<file path="src/rtl/mul_seq_pkg.sv">
// Shared definitions for the multi-cycle shift-add multiplier.
// Holds the FSM state encoding, the default operand width and the counter width helper.
// Configuration macro used by the sequencer: MUL_EARLY_EXIT_EN.
package mul_seq_pkg;

    // Default operand/result width of the multiplier.
    localparam int MUL_DEFAULT_WIDTH = 8;

    // Iteration counter width for the default width.
    localparam int CNT_W = $clog2(MUL_DEFAULT_WIDTH);

    // Sequencer states.
    typedef enum logic [1:0] {
        MS_IDLE = 2'd0,
        MS_RUN  = 2'd1,
        MS_FIN  = 2'd2
    } mul_state_e;

    // Counter width for an arbitrary operand width (at least 1 bit).
    function automatic int mul_cnt_w(input int width);
        return (width > 2) ? $clog2(width) : 1;
    endfunction

endpackage

</file>
<file path="src/rtl/full_adder.sv">
// Single-bit full adder cell.
// Purely combinational, zero latency.
// No flow control.
module full_adder (
    input  logic a,
    input  logic b,
    input  logic cin,
    output logic sum,
    output logic cout
);

    assign sum  = a ^ b ^ cin;
    assign cout = (a & b) | (a & cin) | (b & cin);

endmodule

</file>
<file path="src/rtl/mul_shift_add_step.sv">
// One shift-add multiply iteration: conditionally adds mcand into acc, shifts operands.
// Purely combinational, zero latency.
// No flow control; the sequencer decides when the result is registered.
module mul_shift_add_step
    import mul_seq_pkg::*;
#(
    parameter int WIDTH = MUL_DEFAULT_WIDTH
) (
    input  logic [WIDTH-1:0] acc_i,
    input  logic [WIDTH-1:0] mcand_i,
    input  logic [WIDTH-1:0] mplr_i,
    output logic [WIDTH-1:0] acc_o,
    output logic [WIDTH-1:0] mcand_o,
    output logic [WIDTH-1:0] mplr_o
);

    logic [WIDTH-1:0] addend;
    logic [WIDTH-1:0] carry;

    // The partial product is the multiplicand gated by the current multiplier LSB.
    assign addend   = mcand_i & {WIDTH{mplr_i[0]}};
    assign carry[0] = 1'b0;

    // Ripple-carry row of full adders; the carry out of the top bit is discarded.
    genvar i;
    generate
        for (i = 0; i < WIDTH - 1; i++) begin : g_fa
            full_adder u_fa (
                .a    (acc_i[i]),
                .b    (addend[i]),
                .cin  (carry[i]),
                .sum  (acc_o[i]),
                .cout (carry[i+1])
            );
        end
    endgenerate

    // MSB only needs its sum bit since the product is kept mod 2^WIDTH.
    assign acc_o[WIDTH-1] = acc_i[WIDTH-1] ^ addend[WIDTH-1] ^ carry[WIDTH-1];

    assign mcand_o = mcand_i << 1;
    assign mplr_o  = mplr_i >> 1;

endmodule

</file>
<file path="src/rtl/mul_sequencer.sv">
// Multi-cycle shift-add multiplier reusing one adder row over up to WIDTH RUN cycles.
// Latency: START accepted at edge 0, DONE pulses in cycle WIDTH+1 (earlier with MUL_EARLY_EXIT_EN).
// Backpressure: BUSYWAIT stalls the CPU while a request is being accepted or is running.
module mul_sequencer
    import mul_seq_pkg::*;
#(
    parameter int WIDTH = MUL_DEFAULT_WIDTH
) (
    input  logic             CLK,
    input  logic             RESET,
    input  logic             START,
    input  logic [WIDTH-1:0] DATA1,
    input  logic [WIDTH-1:0] DATA2,
    output logic [WIDTH-1:0] RESULT,
    output logic             DONE,
    output logic             BUSYWAIT
);

    localparam int SEQ_CNT_W = mul_cnt_w(WIDTH);

    localparam logic [1:0] ST_IDLE = MS_IDLE;
    localparam logic [1:0] ST_RUN  = MS_RUN;
    localparam logic [1:0] ST_FIN  = MS_FIN;

    localparam logic [SEQ_CNT_W-1:0] CNT_LAST = SEQ_CNT_W'(WIDTH - 1);

    logic [1:0]           state_q,  state_d;
    logic [WIDTH-1:0]     acc_q,    acc_d;
    logic [WIDTH-1:0]     mcand_q,  mcand_d;
    logic [WIDTH-1:0]     mplr_q,   mplr_d;
    logic [SEQ_CNT_W-1:0] cnt_q,    cnt_d;
    logic [WIDTH-1:0]     result_q, result_d;

    logic [WIDTH-1:0]     step_acc;
    logic [WIDTH-1:0]     step_mcand;
    logic [WIDTH-1:0]     step_mplr;
    logic                 can_accept;
    logic                 last_iter;

    mul_shift_add_step #(
        .WIDTH (WIDTH)
    ) u_step (
        .acc_i   (acc_q),
        .mcand_i (mcand_q),
        .mplr_i  (mplr_q),
        .acc_o   (step_acc),
        .mcand_o (step_mcand),
        .mplr_o  (step_mplr)
    );

    // A new request is only taken when no operation is in flight.
    assign can_accept = (state_q == ST_IDLE) || (state_q == ST_FIN);

    // Decide whether the iteration being executed this cycle is the final one.
    always_comb begin
        last_iter = (cnt_q == CNT_LAST);
`ifdef MUL_EARLY_EXIT_EN
        // No more set multiplier bits means the remaining iterations add nothing.
        last_iter = last_iter || (step_mplr == '0);
`endif
    end

    // Next-state logic: operand capture, iteration and result hand-back.
    always_comb begin
        state_d  = state_q;
        acc_d    = acc_q;
        mcand_d  = mcand_q;
        mplr_d   = mplr_q;
        cnt_d    = cnt_q;
        result_d = result_q;

        case (state_q)
            ST_IDLE, ST_FIN: begin
                if (START) begin
                    mcand_d = DATA1;
                    mplr_d  = DATA2;
                    acc_d   = '0;
                    cnt_d   = '0;
                    state_d = ST_RUN;
                end else begin
                    state_d = ST_IDLE;
                end
            end
            ST_RUN: begin
                acc_d   = step_acc;
                mcand_d = step_mcand;
                mplr_d  = step_mplr;
                cnt_d   = cnt_q + 1'b1;
                if (last_iter) begin
                    result_d = step_acc;
                    state_d  = ST_FIN;
                end
            end
            default: begin
                state_d = ST_IDLE;
            end
        endcase
    end

    // State and datapath registers; reset aborts any operation in flight.
    always_ff @(posedge CLK or negedge RESET) begin
        if (!RESET) begin
            state_q  <= ST_IDLE;
            acc_q    <= '0;
            mcand_q  <= '0;
            mplr_q   <= '0;
            cnt_q    <= '0;
            result_q <= '0;
        end else begin
            state_q  <= state_d;
            acc_q    <= acc_d;
            mcand_q  <= mcand_d;
            mplr_q   <= mplr_d;
            cnt_q    <= cnt_d;
            result_q <= result_d;
        end
    end

    assign RESULT   = result_q;
    assign DONE     = (state_q == ST_FIN);
    assign BUSYWAIT = (START && can_accept) || (state_q == ST_RUN);

endmodule

</file>
<file path="config.mk">
export PLATFORM = sky130hd
export DESIGN_NAME = mul_sequencer
export DESIGN_NICKNAME = d
export VERILOG_FILES = /design/src/rtl/mul_seq_pkg.sv /design/src/rtl/full_adder.sv /design/src/rtl/mul_shift_add_step.sv /design/src/rtl/mul_sequencer.sv
export SDC_FILE = /design/constraint.sdc
export NUM_CORES = 1
export LEC_CHECK = 0
export BUFFER_PORTS_ARGS = -buffer_cell sky130_fd_sc_hd__clkbuf_2
export CORE_ASPECT_RATIO = 1.4
export CORE_MARGIN = 2
export CORE_UTILIZATION = 30
export CTS_CLUSTER_DIAMETER = 150
export DETAILED_ROUTE_END_ITERATION = 6
export PLACE_DENSITY_LB_ADDON = 0.25
export SLEW_MARGIN = 20
export SYNTH_ARGS = -nofsm -noshare
export SYNTH_HDL_FRONTEND = slang
export SYNTH_SLANG_ARGS = --single-unit
</file>
<file path="constraint.sdc">
create_clock -name CLK -period 3.45 [get_ports CLK]
set_clock_uncertainty 0.05 [all_clocks]
set_input_delay 0.1725 -clock CLK [delete_from_list [all_inputs] [get_ports CLK]]
set_output_delay 0.1725 -clock CLK [all_outputs]
set_load 0.01 [all_outputs]
</file>
Yosys cells after proc, flatten, opt, wreduce, memory -nomap -nowiden
Index checks and enable logic that the tools add are counted.
- flip-flop bits (word level): 37
- latch bits: 0
- bits in writable memories: 0
- memory bits (read-only): 0
- bits of input ports: 19
- output and inout bits: 10
- word-level logic and storage cells: 78
- memories kept: 0
- add/sub/neg operators: 1
- multiply operators: 0
- divide/modulo/power cells: 0
- magnitude comparators: 0
- equal/unequal tests: 5
- shift operators: 0
- muxes and demuxes: 11
- bitwise gates (word level): 47
- reduce and logical (&&, ||, !) cells: 8
- operator list (kind ; number):
    $pmux W8 S2 ; 3
    $mux W8 ; 3
    $and A1 B1 Y1 ; 19
    $xor A1 B1 Y1 ; 15
    $or A1 B1 Y1 ; 12
    $and A8 B8 Y8 ; 1
    $pmux W3 S2 ; 1
    $ne A2 B2 Y1 const B ; 2
    $pmux W2 S2 ; 1
    $reduce_and A2 Y1 ; 2
    $add A3 B1 Y3 const B ; 1
    $eq A3 B3 Y1 const B ; 1
    $mux W3 ; 1
    $eq A2 B1 Y1 const B ; 1
    $eq A2 B2 Y1 const B ; 1
    $logic_not A2 Y1 ; 1
    $logic_or A1 B1 Y1 ; 2
    $mux W2 ; 1
    $reduce_bool A2 Y1 ; 1
    $reduce_or A2 Y1 ; 1
    $logic_and A1 B1 Y1 ; 1
    $mux W1 ; 1

Logic depth before layout (Yosys ltp)
- word-level depth: 22
- gate-level depth with buffers: 16
- depth with buffers taken out: 15

Cells and area by module
Synthesis repeated with hierarchy kept, for this count alone.
- cells, all modules: 186
- area total of the unflattened synthesis: 2175.8 µm²
- by module, submodules not included (module ; times used ; cells each ; area an instance (µm²) ; seq. area each (µm²)):
    mul_sequencer ; 1 ; 152 ; 1846.8 ; 925.9
    mul_shift_add_step ; 1 ; 27 ; 188.9 ; 0.0
    full_adder ; 7 ; 1 ; 20.0 ; 0.0

Worst setup path before layout
Ideal clock, no wire load.
- path kind: reg-to-reg
- start point: register mplr_q[0]
- end point: register result_q[6], in the netlist RESULT[6]
- library setup time: 0.125 ns
- data arrival time: 3.277 ns
- data required time: 3.275 ns
- setup slack: -0.001 ns
- cell stages (with the launch flop): 15
- path buffers: 1
- period minus slack after synthesis: 3.451 ns
- path through: dfrtp_1 > clkbuf_1 > and2_1 > ha_1 > inv_1 > fa_1 > inv_1 > fa_1 > inv_1 > fa_1 > fa_1 > fa_1 > inv_1 > fa_1 > mux2_2
- longest elaborated chain between the ends: 18
- elaborated cells between the ends (all ways): 29
- those cells by class: 29 x bitwise
- ends and longest elaborated chain (element ; RTL line ; source):
    from (decl) ; mul_sequencer.sv:30 ; logic [WIDTH-1:0] mplr_q, mplr_d;
    from (signal assigned) ; mul_sequencer.sv:113 ; mplr_q <= mplr_d;
    $and A8 B8 Y8 * ; mul_shift_add_step.sv:21 ; assign addend = mcand_i & {WIDTH{mplr_i[0]}};
    $and A1 B1 Y1 (2 in series) ; full_adder.sv:13 ; assign cout = (a & b) | (a & cin) | (b & cin);
    $or A1 B1 Y1 (2 in series) ; full_adder.sv:13 ;
    $and A1 B1 Y1 ; full_adder.sv:13 ;
    $or A1 B1 Y1 (2 in series) ; full_adder.sv:13 ;
    $and A1 B1 Y1 ; full_adder.sv:13 ;
    $or A1 B1 Y1 (2 in series) ; full_adder.sv:13 ;
    $and A1 B1 Y1 ; full_adder.sv:13 ;
    $or A1 B1 Y1 (2 in series) ; full_adder.sv:13 ;
    $and A1 B1 Y1 ; full_adder.sv:13 ;
    $or A1 B1 Y1 (2 in series) ; full_adder.sv:13 ;
    $xor A1 B1 Y1 * ; full_adder.sv:12 ; assign sum = a ^ b ^ cin;
    via step_acc[6] ; mul_sequencer.sv:34 ; logic [WIDTH-1:0] step_acc;
    to (signal assigned) ; mul_sequencer.sv:115 ; result_q <= result_d;
    to (decl) ; mul_sequencer.sv:32 ; logic [WIDTH-1:0] result_q, result_d;
The timed path passes the listed nets; every way through them passes the cells marked *.
A chain may end at the register's enable or synchronous reset.

Final worst setup path
Same ends and word-level chain as after synthesis.

==> results.toml <==
[setup_path]
endpoint_kind = "flip-flop"
reg2reg_to = "RESULT[6]"
rr_worst_depth = 13
rr_startpoint = "mplr_q[0]"
path_class = "flip-flop to flip-flop"
cp_max_fo = 2
crit_required_ns = 3.57
startpoint_type = "flip-flop"
cp_data_arrival_time_ns = 3.40
regToRegSetupSlack_ns = 0.18

[timing]
worst_hold_slack_ns = -0.0274
rsz0062_at_grt = "no"
hold_violations = 37
slew_headroom_pct = 36.4
max_freq_mhz = 305
worst_pin_slew_ns = 0.954
maxSlewViolCount = 0
fin_crit_sh_pct = 94.9
fin_crit_ns = 3.27
fin_tns_setup_ns = 0
finalSetupViolations = 0

[global_route]
grt_pass1_vias = 1242
antenna_found_initial = 0
grt_usage_pct = 11.8
grt_max_degree = 38
overflow = 0
grt_pass1_wl_um = 6000

[yosys]
syn_inst = 153
synthMuxAreaShare_pct = 1.87
yosysSeqAreaShare_pct = 51.2
synth_seq_cells = 37
synth_xor_area_share_pct = 0.970
synth_top_family_by_area = "simple AND/OR/NAND/NOR gates"
synthesis.nets = 181
netlist_area_mm2 = 0.00181
synthDistinctLibCells = 30
avgSynthCellArea_um2 = 11.8
synth_fa_ha_area_share_pct = 8.73
yosys_warnings = 0
yosys.area_share.simple_pct = 17.8
synth-compound-area-share_pct = 12.0

[cts]
path_clk_slew_ns = 0.07
numCtsBuffers = 5
cts.sinks = 37
holdBufCountCts = 0
h-tree-depth = 2
cts-root-buf = "clkbuf_8"
cts_tree = "yes"
insertion_delay_ns = 0.29
clockBufferDepth = 2

[detailed_routing]
wl_per_cell_um = 14.3
drt-total-wl_um = 3590
drtAntennaViolNets = 0
vias_per_cell = 4.84
drc = 0
firstDrtPassIters = 3
drt_first_iter_violations = 37
route.vias.total = 1215

[floorplan]
coreArea_mm2 = 0.00582
initial_core_util_pct = 31.0
die-area_mm2 = 0.00667
die_w_um = 69.6
io_pins = 29
die_h_um = 95.8
rows = 33

[cells_and_area]
drive_above_1_share_pct = 36.5
multi_input_area_um2 = 756
fin_area_mm2 = 0.00206
syn_to_final_growth_pct = 13.8
seq_area_um2 = 926
fin_nets = 209
diodes = 0
nFillCells = 602

[placement]
gp_congestion = 0.682
dpl_cell_area_mm2 = 0.00196
numPortBuffers = 28
place.detailed.hpwl_um = 2480

[outcome]
status = "finished, violations left"
violations = "negative hold slack"

[pwr]
power_leakage_uw = 0.000944
powerDensity_mw_per_mm2 = 1020
p_total_uw = 2100
peakVddDrop_v = 0.000241

[hold_path]
hold_path_class = "input port to async pin"

[run]
max_cap_viol_count = 0
cell families (layout without fill, tap and decap cells):
kind of cell | after synthesis | count (layout)
muxes | 3 | 3
xor gates and xnor gates | 2 | 2
and+or+nand+nor | 49 | 49
DFF | 37 | 37
adders and majority gates | 9 | 9
AOI/OAI and AO/OA | 33 | 33
buffers and inverters | 20 | 48
critical path, cell delays in order (launching register included):
cell     delay (ns)
dfrtp_1        0.35
and2_1         0.13
ha_1           0.14
inv_1          0.05
fa_1           0.35
inv_1          0.08
fa_1           0.16
inv_1          0.06
fa_2           0.34
fa_2           0.34
fa_1           0.36
inv_1          0.07
fa_1           0.42
mux2_2         0.27
flip-flops by register name, indices dropped and copies added, names as in the netlist:
register and cells:
RESULT 8, acc_q 8, cnt_q 3, mcand_q 8, mplr_q 8, state_q 2
power breakdown:
| group | internal (uW) | leakage, uW | switching, uW | total, uW |
|---|---|---|---|---|
| clock | 159 | 0.0000443 | 148 | 307 |
| combinational | 452 | 0.000450 | 556 | 1010 |
| sequential | 652 | 0.000450 | 133 | 785 |
worst max-delay path by stage:
stage | start | to
finish | mplr_q[0] | RESULT[6]
global route | mcand_q[0] | RESULT[6]
CTS | mcand_q[0] | RESULT[6]
detailed placement | mcand_q[0] | RESULT[6]
global placement | mcand_q[0] | RESULT[6]
floorplan | mplr_q[0] | RESULT[6]
placed cells by master (no fill, tap or decap), drive strengths merged:
| cell type | count |
|---|---|
| nand3b | 1 |
| inv | 10 |
| mux2 | 3 |
| and2b | 1 |
| o22ai | 18 |
| xnor2 | 2 |
| nand2 | 10 |
| o21ai | 7 |
| nor2 | 15 |
| fa | 6 |
| clkbuf | 35 |
| dfrtp | 37 |
| nand3 | 1 |
| nor3 | 14 |
| nand2b | 2 |
| nor2b | 2 |
| a22o | 7 |
| ha | 3 |
| buf | 3 |
| and2 | 3 |
| o2bb2ai | 1 |
synth_stat cells:
| cell type | n | area (um^2) |
|---|---|---|
| fa_1 | 6 | 120 |
| nand3_1 | 1 | 5.00 |
| inv_2 | 1 | 3.75 |
| and2b_4 | 1 | 10.0 |
| nor2_2 | 10 | 62.6 |
| nand2b_1 | 2 | 12.5 |
| nor3_1 | 4 | 20.0 |
| o21ai_1 | 1 | 5.00 |
| xnor2_1 | 2 | 17.5 |
| clkbuf_1 | 1 | 3.75 |
| buf_4 | 1 | 7.51 |
| nor2_1 | 4 | 15.0 |
| dfrtp_1 | 37 | 926 |
| a22o_1 | 7 | 61.3 |
| nor3_2 | 10 | 100 |
| buf_8 | 1 | 15.0 |
| o2bb2ai_1 | 1 | 8.76 |
| o21ai_0 | 6 | 30.0 |
| nand3b_1 | 1 | 7.51 |
| o22ai_1 | 18 | 113 |
| buf_12 | 1 | 20.0 |
| nor2b_1 | 2 | 12.5 |
| buf_2 | 3 | 15.0 |
| nand2_1 | 10 | 37.5 |
| buf_6 | 3 | 33.8 |
| ha_1 | 3 | 37.5 |
| mux2_2 | 3 | 33.8 |
| nor2_8 | 1 | 20.0 |
| inv_1 | 9 | 33.8 |
| and2_1 | 3 | 18.8 |
per-stage QoR:
step                      utilization [%]  hold slack [ns]  worst slack, ns  std cells
after floorplan                         -           -0.173           0.0832        153
after global placement               33.6            0.320            0.133        243
after detailed placement             33.6            0.320           0.0283        243
after CTS                            35.1          0.00406           0.0122        250
after global routing                 35.3           0.0420           0.0121        251
final                                35.3          -0.0274            0.176        251
layer usage:
layer	wire length, um	global-route usage, %	vias up
met5	0	0	-
met4	148	7.84	0
met3	117	2.72	9
met2	1660	18.2	23
met1	1660	14.8	599
li1	-	-	584
final cells by class:
| class | count | area share (%) |
|---|---|---|
| Sequential cell | 37 | 45.0 |
| Inverter | 10 | 1.83 |
| Clock buffer | 7 | 4.20 |
| Timing Repair Buffer | 31 | 7.91 |
| Tap cell | 70 | 4.26 |
| Multi-Input combinational cell | 96 | 36.8 |
what timing repair did:
| item | in CTS | in global routing |
|---|---|---|
| setup buffers | 0 | 1 |
| endpoints found under the setup margin | 0 | 4 |
| resized for setup | 0 | 3 |
Power figures use the tool's default switching activity.
